### src/rtl/vmm_job_arbiter.sv
// vmm_job_arbiter: round-robin owner of one VMM engine; start pulse, owner-only result routing, done pulse.
// Optional RUN-phase watchdog enabled by defining VMM_ARB_WATCHDOG_EN.
module vmm_job_arbiter #(
  parameter int NREQ    = 2,
  parameter int IDW     = 1,
  parameter int DW      = 8,
  parameter int TIMEOUT = 255
) (
  input  logic            vmm_clk,
  input  logic            rst_,
  input  logic [NREQ-1:0] req_i,
  output logic [NREQ-1:0] gnt_o,
  output logic [IDW-1:0]  owner_o,
  output logic            busy_o,
  output logic            start_o,
  input  logic            eng_next_i,
  input  logic [DW-1:0]   eng_data_i,
  input  logic            eng_done_i,
  output logic [NREQ-1:0] res_valid_o,
  output logic [DW-1:0]   res_data_o,
  output logic [NREQ-1:0] done_o,
  output logic            err_o,
  output logic [1:0]      state_o
);
  typedef enum logic [1:0] {IDLE, START, RUN, DONE} state_t;
  state_t          state_q, state_d;
  logic [IDW-1:0]  owner_q, owner_d, last_q, last_d, pick, idx;
  logic [NREQ-1:0] res_valid_q, res_valid_d, own_oh;
  logic [DW-1:0]   res_data_q, res_data_d;
  logic            tmo, fwd;
  assign own_oh = NREQ'(1) << owner_q;
  assign fwd    = (state_q == RUN) && eng_next_i;
  // Descending scan so the requester closest after last_q is assigned last and wins.
  always_comb begin
    pick = '0;
    idx  = '0;
    for (int i = NREQ; i >= 1; i--) begin
      idx = IDW'((int'(last_q) + i) % NREQ);
      if (req_i[idx]) pick = idx;
    end
  end
  always_comb begin
    state_d     = state_q;
    owner_d     = owner_q;
    last_d      = last_q;
    res_valid_d = fwd ? own_oh : '0;
    res_data_d  = fwd ? eng_data_i : res_data_q;
    case (state_q)
      IDLE: if (|req_i) begin
        owner_d = pick;
        state_d = START;
      end
      START: state_d = RUN;
      RUN: if (eng_done_i || tmo) state_d = DONE;
      DONE: begin
        last_d  = owner_q;
        state_d = IDLE;
      end
      default: state_d = IDLE;
    endcase
  end
  always_ff @(posedge vmm_clk or negedge rst_) begin
    if (!rst_) begin
      state_q     <= IDLE;
      owner_q     <= '0;
      last_q      <= IDW'(NREQ - 1);
      res_valid_q <= '0;
      res_data_q  <= '0;
    end else begin
      state_q     <= state_d;
      owner_q     <= owner_d;
      last_q      <= last_d;
      res_valid_q <= res_valid_d;
      res_data_q  <= res_data_d;
    end
  end
`ifdef VMM_ARB_WATCHDOG_EN
  logic [15:0] cnt_q, cnt_d;
  logic        err_q, err_d;
  // A timeout coinciding with eng_done_i counts as a normal completion.
  assign tmo   = (state_q == RUN) && (cnt_q + 16'd1 == 16'(TIMEOUT));
  assign cnt_d = (state_q == START) ? 16'd0 : (state_q == RUN) ? cnt_q + 16'd1 : cnt_q;
  assign err_d = (state_q == RUN) ? (tmo && !eng_done_i) : err_q;
  always_ff @(posedge vmm_clk or negedge rst_) begin
    if (!rst_) begin
      cnt_q <= '0;
      err_q <= 1'b0;
    end else begin
      cnt_q <= cnt_d;
      err_q <= err_d;
    end
  end
  assign err_o = (state_q == DONE) && err_q;
`else
  assign tmo   = 1'b0;
  assign err_o = 1'b0;
`endif
  assign gnt_o       = (state_q != IDLE) ? own_oh : '0;
  assign done_o      = (state_q == DONE) ? own_oh : '0;
  assign busy_o      = state_q != IDLE;
  assign start_o     = state_q == START;
  assign owner_o     = owner_q;
  assign state_o     = state_q;
  assign res_valid_o = res_valid_q;
  assign res_data_o  = res_data_q;
endmodule

### config.mk
export PLATFORM = sky130hd
export DESIGN_NAME = vmm_job_arbiter
export DESIGN_NICKNAME = d
export VERILOG_FILES = /design/src/rtl/vmm_job_arbiter.sv
export SDC_FILE = /design/constraint.sdc
export NUM_CORES = 1
export LEC_CHECK = 0
export ABC_AREA = 1
export CORE_ASPECT_RATIO = 0.8
export CORE_UTILIZATION = 30
export CTS_BUF_LIST = sky130_fd_sc_hd__clkbuf_8 sky130_fd_sc_hd__clkbuf_16
export DETAILED_ROUTE_END_ITERATION = 6
export PLACE_DENSITY = 0.68
export SLEW_MARGIN = 20
export SYNTH_ARGS = -nofsm -noshare
export SYNTH_HDL_FRONTEND = slang
export SYNTH_SLANG_ARGS = --single-unit
### constraint.sdc
create_clock -name vmm_clk -period 2.4 [get_ports vmm_clk]
set_input_delay 0.24 -clock vmm_clk [delete_from_list [all_inputs] [get_ports vmm_clk]]
set_output_delay 0.24 -clock vmm_clk [all_outputs]
set_load 0.05 [all_outputs]
==> metrics.csv, run 1 <==
metric;value;unit
cts_inserted_buffers;3;
dr_wl_met2;682;um
yosysSeqAreaShare;52.82;%
relSlewSlack;58.78;%
clockRootBuffer;clkbuf_8;
hold_viol_final;0;
synth_nets;95;
cts_tree;done;
final_antenna_net_count;0;
drive_above_1_share;8.182;%
cp-start-kind;flop;
avgViaCountPerCell;4.410;
grt_pass1_vias;536;
final_nets;129;
synth.mux.area_fraction;0;%
gp_congestion;0.7667;
postSynthAreaPerCell;8.645;um^2
slew_viol_final;0;
die_y;44.13;um
r2r-start;state_o[0]$_DFFE_PN0P_;
required;2.16;ns
dp.cells;130;
place_area;992.2;um^2
htreeDepth;1;
critPathKind;reg2out;
hp-class;in2async;
synth_top_family_by_area;simple AND/OR/NAND/NOR gates;
met3_length;91;um
drcViolationCount;0;
synth_compound_area_share;0.7519;%
fillers;191;
cts-resized-gates;0;
outcome;complete, no violations;
worstPathMaxFanout;6;
worst-slew-pin-transition;0.6164;ns
crit_chain;inv_1 > ha_1 > nor2_1 > clkdlybuf4s50_1;
yosys.area_share.simple;30.83;%
grt_max_degree;15;
cts.clk_slew.worst_paths;0.05;ns
cp-startpoint;state_o[0]$_DFFE_PN0P_;
rows;14;
finalSetupViolations;0;
wl_per_cell;10.53;um
drv_cap;0;
layout_common_cells;clkdlybuf4s50_1 (32), nand2_1 (26), dfrtp_1 (13), nand3_1 (11);
post-route-util;52.91;%
grt-ovfl-total;0;
grt_pass1_wl;2332;um
critical-path-slowest-cell;clkdlybuf4s50_1;
syn_area;665.6;um^2
design_area;1047;um^2
finalSetupTns;0;ns
area_growth;57.33;%
dieArea;2412;um^2
vias;591;
post-cts-setup-buffers;0;
routed_wl;1411;um
yosys_warnings;0;
ys_ff_latch;14;
max_freq;461.0;MHz
portBuffers;32;
grt.total_usage;14.22;%
synth_cells;77;
clock_path_buffers;2;
final_cells;134;
clock-sinks;14;
boundaryPins;34;
min_period;2.169;ns
highest_layer;met4;
critPathArrivalTime;1.93;ns
synth_fa_ha_area_share;7.519;%
cpPeakStageDelay;0.80;ns
synth.distinct_cells;16;
final_common_cell;clkdlybuf4s50_1;
dr.first_iter.drc_count;7;
cts_hold_buf;0;
coreArea;1979;um^2
dp_hpwl;1126;um
rsz0062_at_grt;false;
finalCritPeriodShare;90.38;%
fin_skew;0.001853;ns
num_antenna_cells;0;
die_w;54.67;um
cp-end-kind;output pin;
antenna_found_initial;0;
dr.pass1.iters;2;
clock_latency;0.24;ns
synth_xor_area_share;0;%
wl_met1;601;um
initial_core_util;33.63;%
[layout make-up]
type,count,area (um^2),share of cell area (%)
Multi-Input combinational cell,53,264.0,25.21
Inverter,7,26.28,2.509
Sequential cell,14,351.6,33.57
Tap cell,24,30.03,2.867
Timing Repair Buffer,32,320.3,30.59
Clock buffer,4,55.05,5.257
[state kept, by name, indices dropped and copies added (netlist names)]
| register | cells |
|---|---|
| last_q | 1 |
| res_valid_o | 2 |
| state_o | 2 |
| owner_o | 1 |
| res_data_o | 8 |
[worst paths after layout]
| check | to | slack [ns] | depth (start not counted) |
|---|---|---|---|
| setup / recovery | gnt_o[0] | 0.23 | 4 |
| hold / removal | state_o[1]$_DFFE_PN0P_ | 0.38 | 1 |
| setup reg to reg | state_o[0]$_DFFE_PN0P_ | 1.00 | 5 |
| hold reg to reg | res_data_o[1]$_DFFE_PN0P_ | 0.47 | 2 |
| max in group asynchronous | res_data_o[6]$_DFFE_PN0P_ | 1.62 | 1 |
| min in group vmm_clk | res_data_o[1]$_DFFE_PN0P_ | 0.47 | 2 |
[critical path: cells and delay by family, from the launching register on]
family                   cells  cell delay [ns]
AND/OR/NAND/NOR              1             0.12
buffers and inverters        2             0.88
flip-flops                   1             0.41
adder cells (fa/ha/maj)      1             0.27
[Yosys cell counts, drive strengths merged]
cell   number  area, um^2
buf         3       23.77
conb        1       3.750
dfrtp      13       325.3
dfstp       1       26.28
ha          4       50.05
inv         7       26.27
nand2      29       121.4
nand3      11       55.05
nor2        6       22.52
o21ai       1       5.000
or2         1       6.260
[per-stage QoR]
| step | hold slack (ns) | worst slack [ns] |
|---|---|---|
| floorplan | -0.05559 | 0.4321 |
| global placement | 0.4543 | 0.5095 |
| detailed placement | 0.4588 | 0.4815 |
| CTS | 0.4039 | 0.2125 |
| global route | 0.4402 | 0.09628 |
| finish | 0.3834 | 0.2308 |
[cell families (layout without fill, tap and decap cells)]
| kind of cell | after synthesis | in the layout |
|---|---|---|
| fa+ha+maj | 4 | 4 |
| flops | 14 | 14 |
| compound gates | 1 | 1 |
| buf+inv | 10 | 43 |
| other cells | 1 | 1 |
| simple gates | 47 | 47 |
[metal layers]
| layer | up-vias | track usage [%] |
|---|---|---|
| li1 | 299 | - |
| met1 | 270 | 16.20 |
| met2 | 18 | 21.69 |
| met3 | 4 | 6.873 |
| met4 | 0 | 7.692 |
| met5 | - | 0 |
Power of run 1 is not shown: default switching activity piles up to over one toggle a cycle in this logic, so the estimate is an artifact.
==> inputs of run 2 (changes only) <==
CORE_UTILIZATION = 35   (was 30)
GPL_TIMING_DRIVEN = 0   (was not set)
PLACE_DENSITY = 0.77   (was 0.68)
==> run 2 against run 1 <==
Final cell count stayed put. Worst hold slack worse by 0.045 ns. Setup slack worse by 0.026 ns. Clock skew hardly changed. First-iteration DRC count is 140% higher. Cell area is 1.1% higher. Die area is 14% lower. Global-route usage is 2.3 points higher. Register-to-register slack better by 0.11 ns. Clock-buffer cell count stayed put. Critical path depth stayed put.
==> metrics.csv, run 2 (synthesis gave the netlist of run 1 again) <==
metric;value;unit
hp-class;in2reg;
wl_per_cell;11.10;um
grt_pass1_vias;537;
dp_hpwl;1162;um
cts.clk_slew.worst_paths;0.06;ns
largest_reg_flops;8;
grt_max_degree;15;
dr_wl_met2;698;um
area_growth;59.02;%
met3_length;75;um
critPathArrivalTime;1.96;ns
cp-start-kind;flop;
rsz0062_at_grt;false;
vias;608;
htreeDepth;1;
crit_chain;inv_1 > ha_1 > nor2_1 > clkdlybuf4s50_1;
fillers;153;
highest_layer;met4;
hold_viol_final;0;
avgViaCountPerCell;4.537;
final_nets;131;
worst-slew-pin-transition;0.6302;ns
initial_core_util;38.97;%
cts_inserted_buffers;3;
die_y;41.01;um
critPathKind;reg2out;
cts_tree;done;
clock_latency;0.25;ns
drcViolationCount;0;
dr.first_iter.drc_count;17;
min_period;2.195;ns
holdWs;0.3380;ns
drv_cap;0;
dr.pass1.iters;4;
clockRootBuffer;clkbuf_8;
wl_met1;687;um
coreArea;1708;um^2
clock-sinks;14;
portBuffers;31;
boundaryPins;34;
clock_path_buffers;2;
relSlewSlack;57.85;%
finalSetupTns;0;ns
rows;13;
worstPathMaxFanout;6;
antenna_found_initial;0;
finalCritPeriodShare;91.47;%
place_ws;0.4699;ns
cpPeakStageDelay;0.80;ns
layout_common_cells;clkdlybuf4s50_1 (31), nand2_1 (26), dfrtp_1 (13), nand3_1 (11);
gp_congestion;0.7681;
die_w;50.76;um
cts_hold_buf;0;
grt.total_usage;16.51;%
fin_skew;0.002245;ns
cts-resized-gates;0;
post-route-util;61.98;%
cp-end-kind;output pin;
final_common_cell;clkdlybuf4s50_1;
setup_ws;0.2047;ns
max_freq;455.5;MHz
dieArea;2081;um^2
required;2.16;ns
grt_pass1_wl;2359;um
finalSetupViolations;0;
routed_wl;1488;um
grt-ovfl-total;0;
drive_above_1_share;10.71;%
post-cts-setup-buffers;0;
outcome;complete, no violations;
final_antenna_net_count;0;
critical-path-slowest-cell;clkdlybuf4s50_1;
slew_viol_final;0;
num_antenna_cells;0;
run 2: cell count changes in the layout (fill, tap and decap cells not counted), sizes merged:
cell           before  now
buf                 0    3
clkdlybuf4s50      32   31
run 2: final timing paths:
path                                         from  slack [ns]  cells after the start                         to
max                        state_o[0]$_DFFE_PN0P_        0.20                      4                   gnt_o[1]
min                                    eng_next_i        0.34                      3  res_data_o[7]$_DFFE_PN0P_
max reg2reg                state_o[0]$_DFFE_PN0P_        1.11                      5     state_o[0]$_DFFE_PN0P_
min reg2reg                    last_q$_DFFE_PN1N_        0.47                      2         last_q$_DFFE_PN1N_
max in group asynchronous                    rst_        1.61                      1  res_data_o[1]$_DFFE_PN0P_
min in group asynchronous                    rst_        0.39                      1        owner_o$_DFFE_PN0P_
run 2: per-layer routing:
metal	up-vias	global-route usage (%)
met2	21	30.33
met5	-	0
met3	5	4.444
met4	0	8.333
li1	303	-
met1	279	18.51
run 2: cell type report:
class	count	area (um^2)	share of cell area, %
plain buffers	3	23.77	2.246
clock buffers	4	55.05	5.201
inverters	7	26.28	2.482
multi-input cells	53	264.0	24.94
flip-flops and latches	14	351.6	33.21
well taps	22	27.53	2.600
repair buffers	31	310.3	29.31
run 2: per-stage QoR:
stage	instances	area, um^2
finish	134	1059
global route	134	1059
CTS	134	1059
detailed placement	130	1003
global placement	130	1003
floorplan	77	665.6
run 2: worst max-delay path, delay by kind of cell, from the launching register on:
kind                     cells  cell delay [ns]
adder cells (fa/ha/maj)      1             0.27
flip-flops                   1             0.42
buffers and inverters        2             0.89
AND/OR/NAND/NOR              1             0.13
Power of run 2 is left out for the same reason.
==> inputs of run 3 (changes only) <==
CORE_UTILIZATION = 41   (was 35)
PLACE_DENSITY = 0.87   (was 0.77)
==> run 3 against run 2 <==
Clock skew barely moved. Non-clock buffer count unchanged. Via count grew 0.16%. Global-route usage up 4.7 points. Fmax down 0.58%. Cell area down 0.12%. Final cell count shrank 0.75%. Register-to-register slack about the same. First-iteration DRC count is 24% lower. Highest routed layer is now met3.
==> metrics.csv, run 3 (synthesis gave the netlist of run 1 again) <==
metric;value;unit
dp_hpwl;1116;um
grtUsageMet3;5.660;%
post-route-util;72.59;%
die_w;47.05;um
critPathKind;reg2out;
num_antenna_cells;0;
cts_inserted_buffers;3;
clock-sinks;14;
met1_usage;24.47;%
fin_skew;0.002272;ns
dieArea;1790;um^2
cts_hold_buf;0;
final_common_cell;clkdlybuf4s50_1;
worstPathMaxFanout;6;
relSlewSlack;58.47;%
hp-class;in2reg;
wl_per_cell;11.63;um
rsz0062_at_grt;false;
avgViaCountPerCell;4.579;
coreArea;1456;um^2
required;2.16;ns
drcViolationCount;0;
grt.total_usage;21.18;%
clock_latency;0.24;ns
htreeDepth;1;
boundaryPins;34;
area_growth;58.83;%
hold_viol_final;0;
worst-slew-pin-transition;0.6209;ns
grt_pass1_vias;562;
grt_pass1_wl;2484;um
finalSetupTns;0;ns
finalCritPeriodShare;92.01;%
final_antenna_net_count;0;
clock_path_buffers;2;
slew_viol_final;0;
critPathArrivalTime;1.97;ns
drv_cap;0;
finalSetupViolations;0;
place_ws;0.4628;ns
dr.pass1.iters;4;
drive_above_1_share;10.71;%
dr.first_iter.drc_count;13;
max_freq;452.9;MHz
cp-start-kind;flop;
min_period;2.208;ns
cts_tree;done;
gp_congestion;0.6487;
clockRootBuffer;clkbuf_8;
routed_wl;1547;um
outcome;complete, no violations;
grt_use_met2;36.81;%
layout_common_cells;clkdlybuf4s50_1 (31), nand2_1 (26), dfrtp_1 (13), nand3_1 (11);
antenna_found_initial;0;
initial_core_util;45.70;%
die_y;38.04;um
largest_reg_flops;8;
setup_ws;0.1918;ns
portBuffers;31;
cts-resized-gates;0;
cts.clk_slew.worst_paths;0.06;ns
post-cts-setup-buffers;0;
rows;12;
grt_max_degree;15;
grt.busiest_layer;met2;
vias;609;
holdWs;0.3456;ns
cp-end-kind;output pin;
grt-ovfl-total;0;
final_nets;131;
[run 3: routing by layer]
layer | routed length, um | share of wire [%] | vias up
li1 | - | - | 305
met1 | 663 | 43 | 281
met2 | 812 | 52 | 23
met3 | 71 | 4.6 | 0
met4 | 0 | 0 | 0
met5 | 0 | 0 | -
[run 3: area by class of cell]
type	count	area, um^2
Sequential cell	14	351.6
Multi-Input combinational cell	53	264.0
Buffer	3	23.77
Tap cell	21	26.28
Fill cell	111	399.1
Inverter	7	26.28
Timing Repair Buffer	31	310.3
Clock buffer	4	55.05
[run 3: path summary, 6_finish.rpt]
kind | from | to | slack [ns] | cells past startpoint
min in group asynchronous | rst_ | res_data_o[2]$_DFFE_PN0P_ | 0.39 | 1
max | state_o[0]$_DFFE_PN0P_ | gnt_o[0] | 0.19 | 4
max in group asynchronous | rst_ | state_o[1]$_DFFE_PN0P_ | 1.61 | 1
min | eng_next_i | res_data_o[3]$_DFFE_PN0P_ | 0.35 | 3
max reg2reg | state_o[0]$_DFFE_PN0P_ | state_o[0]$_DFFE_PN0P_ | 1.12 | 5
min reg2reg | last_q$_DFFE_PN1N_ | last_q$_DFFE_PN1N_ | 0.46 | 2
[run 3: per-stage QoR]
| step | cells | area [um^2] |
|---|---|---|
| global placement | 129 | 1002 |
| floorplan | 77 | 665.6 |
| CTS | 133 | 1057 |
| global route | 133 | 1057 |
| detailed placement | 129 | 1002 |
| finish | 133 | 1057 |
[run 3: critical path, cell delays in order, from the launching register on]
cell and delay [ns]:
dfrtp_1 0.43, inv_1 0.09, ha_1 0.27, nor2_1 0.12, clkdlybuf4s50_1 0.80
Power of run 3 is left out for the same reason.
